$ cat src/rtl/acc_feeder.sv
// Sample FIFO feeding an accumulator: one acc_ce pulse per delivered sample.
// Optional ACC_FEEDER_FLUSH_EN adds a synchronous flush input.
module acc_feeder #(
  parameter int W     = 8,
  parameter int DEPTH = 4
) (
  input  logic                     clk,
  input  logic                     rst,
`ifdef ACC_FEEDER_FLUSH_EN
  input  logic                     flush,
`endif
  input  logic                     s_valid,
  input  logic [W-1:0]             s_data,
  output logic                     s_ready,
  input  logic                     hold,
  output logic [W-1:0]             acc_in,
  output logic                     acc_ce,
  output logic [$clog2(DEPTH):0]   level,
  output logic [15:0]              issued_cnt
);

  localparam int AW = $clog2(DEPTH);
  localparam int LW = AW + 1;
  localparam logic [AW-1:0] PTR_ONE   = AW'(1);
  localparam logic [LW-1:0] LVL_ONE   = LW'(1);
  localparam logic [LW-1:0] LVL_ZERO  = LW'(0);
  localparam logic [LW-1:0] LVL_FULL  = LW'(DEPTH);

  logic [W-1:0]    mem_r [DEPTH];
  logic [AW-1:0]   wr_ptr_r;
  logic [AW-1:0]   rd_ptr_r;
  logic [LW-1:0]   level_r;
  logic [W-1:0]    acc_in_r;
  logic            acc_ce_r;
  logic [15:0]     issued_cnt_r;

  logic            flush_s;
  logic            full_s;
  logic            push_s;
  logic            pop_s;

`ifdef ACC_FEEDER_FLUSH_EN
  assign flush_s = flush;
`else
  assign flush_s = 1'b0;
`endif

  // Handshake decode; flush blocks both directions for the cycle.
  always_comb begin
    full_s = (level_r == LVL_FULL);
    if (flush_s) begin
      push_s = 1'b0;
      pop_s  = 1'b0;
    end else begin
      push_s = s_valid && !full_s;
      pop_s  = (level_r != LVL_ZERO) && !hold;
    end
  end

  assign s_ready    = !full_s && !flush_s;
  assign acc_in     = acc_in_r;
  assign acc_ce     = acc_ce_r;
  assign level      = level_r;
  assign issued_cnt = issued_cnt_r;

  // Sample storage, intentionally not reset; level gates all reads.
  always_ff @(posedge clk) begin
    if (push_s) begin
      mem_r[wr_ptr_r] <= s_data;
    end
  end

  // Pointers, occupancy and accumulator-side registers.
  always_ff @(posedge clk or negedge rst) begin
    if (!rst) begin
      wr_ptr_r     <= '0;
      rd_ptr_r     <= '0;
      level_r      <= '0;
      acc_in_r     <= '0;
      acc_ce_r     <= 1'b0;
      issued_cnt_r <= 16'd0;
    end else if (flush_s) begin
      wr_ptr_r <= '0;
      rd_ptr_r <= '0;
      level_r  <= '0;
      acc_ce_r <= 1'b0;
    end else begin
      if (push_s) begin
        wr_ptr_r <= wr_ptr_r + PTR_ONE;
      end
      if (pop_s) begin
        rd_ptr_r     <= rd_ptr_r + PTR_ONE;
        acc_in_r     <= mem_r[rd_ptr_r];
        acc_ce_r     <= 1'b1;
        issued_cnt_r <= issued_cnt_r + 16'd1;
      end else begin
        acc_ce_r <= 1'b0;
      end
      case ({push_s, pop_s})
        2'b10:   level_r <= level_r + LVL_ONE;
        2'b01:   level_r <= level_r - LVL_ONE;
        default: level_r <= level_r;
      endcase
    end
  end

endmodule

$ cat config.mk
export PLATFORM = sky130hd
export DESIGN_NAME = acc_feeder
export DESIGN_NICKNAME = d
export VERILOG_FILES = /design/src/rtl/acc_feeder.sv
export SDC_FILE = /design/constraint.sdc
export NUM_CORES = 1
export LEC_CHECK = 0
export CAP_MARGIN = 20
export CORE_MARGIN = 3
export CORE_UTILIZATION = 55
export DETAILED_ROUTE_END_ITERATION = 10
export PLACE_DENSITY = 0.81
export REMOVE_ABC_BUFFERS = 1
export SLEW_MARGIN = 20
export SYNTH_ARGS = -nofsm -noshare
export SYNTH_HDL_FRONTEND = slang
export SYNTH_SLANG_ARGS = --single-unit
$ cat constraint.sdc
create_clock -name clk -period 3.3 [get_ports clk]
set_input_delay 0.495 -clock clk [delete_from_list [all_inputs] [get_ports clk]]
set_output_delay 0.495 -clock clk [all_outputs]
set_load 0.005 [all_outputs]
==> results.py <==
metrics = {
    "floorplan": {
        "die_area_um2": 5720,
        "dieWidth_um": 75.6,
        "num_io_pins": 41,
        "initial_utilization": 0.592,
        "die_y_um": 75.6,
        "fp-row-count": 24,
        "core_um2": 4500,
    },
    "yosys": {
        "synth_edf_count": 32,
        "ys_ff_latch": 64,
        "synth_commonest_cells": "32 x dfrtp_1, 32 x edfxtp_1, 11 x xnor2_1",
        "synth-async-reset-ratio": 0.500,
        "synth_area_leaders": "edfxtp_1 36%, dfrtp_1 30%, mux4_2 6.8%",
        "ys_warn_count": 0,
        "syn_area_um2": 2670,
        "yosys.area.top_type_share": 0.361,
        "synth_top_cell_by_area": "edfxtp_1",
        "synthCells": 155,
        "syn_area_per_cell_um2": 17.2,
        "ys_types": 29,
        "ys_seq_area_frac": 0.661,
        "ys_dominant_reg_cell": "edfxtp_1",
    },
    "sta": {
        "finalCritPeriodShare": 0.648,
        "maxSlewHeadroom": 0.621,
        "fmax_mhz": 468,
        "layout_setup_ws_ns": 1.16,
        "rsz0062_at_grt": "no",
        "hold_viol": 0,
        "fin_skew_ns": 0.0108,
        "worstMarginPinSlew_ns": 0.569,
        "period_minus_slack_ns": 2.14,
        "finalSetupTns_ns": 0,
        "drv_slew": 0,
        "finalSetupViolations": 0,
    },
    "finish": {
        "nFillCells": 273,
        "antenna_cells": 0,
        "instances_no_fill": 262,
        "drive_above_1_share": 0.219,
        "postLayoutCoreUtil": 0.734,
        "nNetsFinal": 224,
        "syn_to_final_growth_pct": 24.1,
    },
    "setup_path": {
        "required_ns": 3.55,
        "cp_max_fo": 6,
        "reg2reg_from": "level[0]",
        "arrival_ns": 2.39,
        "startpoint_type": "flip-flop",
        "crit_start": "level[0]",
        "crit_type": "flip-flop to flip-flop",
        "critical_path.endpoint_type": "flip-flop",
    },
    "detailed_routing": {
        "wl_per_cell_um": 17.4,
        "first_pass_iters": 4,
        "drtIter0Drc": 54,
        "vias_per_cell": 5.52,
        "route.detailed.drc": 0,
        "wirelength_um": 4570,
        "postRouteAntennaNets": 0,
        "vias": 1446,
    },
    "pwr": {
        "power.leakage_nw": 1.32,
        "powerDensity_nw_per_um2": 826,
        "ir_worst_vdd_v": 0.000482,
    },
    "placed_design": {
        "dp.cells": 246,
        "post-place-ws_ns": 0.867,
        "gp_congestion": 0.822,
        "dp_hpwl_um": 3120,
        "portBuffers": 40,
    },
    "grt": {
        "grt_max_degree": 33,
        "grt_pass1_wl_um": 7310,
        "first_global_vias": 1510,
        "track_usage": 0.185,
        "gr-total-overflow": 0,
        "antenna_found_initial": 0,
    },
    "cts": {
        "cts_inserted_buffers": 9,
        "clk_pin_slew_ns": 0.07,
        "cts_hold_buf": 0,
        "clk_latency_ns": 0.34,
        "cts-resized-gates": 0,
        "clock-root-buffer": "clkbuf_8",
        "post_cts_buffers": 0,
        "cts_buffer_depth": 2,
        "cts_max_level": 3,
        "clock-sinks": 64,
        "cts_tree": "yes",
    },
    "flow_run": {
        "maxCapViolCount": 0,
    },
    "run_status": {
        "status": "finished clean",
    },
    "worst_hold_path": {
        "holdCritStartpoint": "issued_cnt[15]",
        "min_path_type": "flip-flop to flip-flop",
    },
}
-- registers in the layout (all words and copies together), names as in the netlist --
name	cells
mem_r	32
issued_cnt	16
acc_in	8
level	3
rd_ptr_r	2
wr_ptr_r	2
acc_ce	1
-- layer usage --
metal | track usage | share of wire
met3 | 0.0620 | 0.044
met4 | 0.103 | 0.016
met2 | 0.295 | 0.53
met1 | 0.223 | 0.41
met5 | 0 | 0
-- critical path, stage by stage (launching register included) --
cell	delay, ns
dfrtp_1	0.48
nor2_1	0.08
nand2_1	0.15
and2_1	0.21
inv_1	0.06
ha_1	0.23
fa_1	0.39
xnor2_1	0.14
nor2_1	0.14
xor2_1	0.17
-- through the flow --
stage / instance area, µm² / total power (W) / hold slack, ns
2_1_floorplan: 2640 / 0.00172 / 0.199
3_3_place_gp: 3120 / 0.00206 / 0.458
3_5_place_dp: 3120 / 0.00212 / 0.475
4_1_cts: 3310 / 0.00276 / 0.484
5_1_grt: 3310 / 0.00290 / 0.491
6_report: 3310 / 0.00273 / 0.481
-- final cells by class --
type,count,area [µm²],share of cell area
inverter,3,11.3,0.00341
clock inverter,6,60.1,0.0182
clock buffer,10,128,0.0386
sequential,64,1760,0.533
tap,52,65.1,0.0197
multi-input combinational,85,866,0.262
timing repair buffer,42,415,0.126
-- report_power, final --
| group | internal (W) | switching (W) |
|---|---|---|
| Clock | 0.000344 | 0.000285 |
| Sequential | 0.00107 | 0.000221 |
| Combinational | 0.000516 | 0.000295 |
-- cells in the final DEF (no fill, tap or decap), types with 2 or more instances in the layout --
cell type,Yosys,layout
and3_1,6,6
buf_4,0,2
clkbuf_8,0,9
clkdlybuf4s50_1,0,40
clkinv_2,0,3
clkinvlp_4,0,2
dfrtp_1,32,32
edfxtp_1,32,32
ha_1,6,6
inv_1,3,3
mux2_2,9,9
mux2_4,2,2
mux4_2,8,8
nand2_1,7,7
nand3_1,2,2
nand4_1,5,5
nor2_1,4,4
nor3_1,2,2
nor4_2,2,2
xnor2_1,11,11
xor2_1,10,10
-- cells by family (layout without fill, tap and decap cells) --
| family | after synthesis | after routing | synth area share |
|---|---|---|---|
| buffers and inverters | 6 | 61 | 0.0141 |
| DFF | 64 | 64 | 0.661 |
| muxes | 19 | 19 | 0.117 |
| adders and majority gates | 7 | 7 | 0.0357 |
| and+or+nand+nor | 38 | 38 | 0.103 |
| xor gates and xnor gates | 21 | 21 | 0.0690 |
-- path summary, 6_finish.rpt --
path	endpoint	slack [ns]	depth (start not counted)
setup / recovery	level[2]	1.16	9
hold / removal	issued_cnt[15]	0.48	1
setup reg to reg	level[2]	1.16	9
hold reg to reg	issued_cnt[15]	0.48	1
max in group asynchronous	acc_in[1]	2.45	2
min in group asynchronous	acc_in[2]	0.55	2
Power figures use the tool's default switching activity.
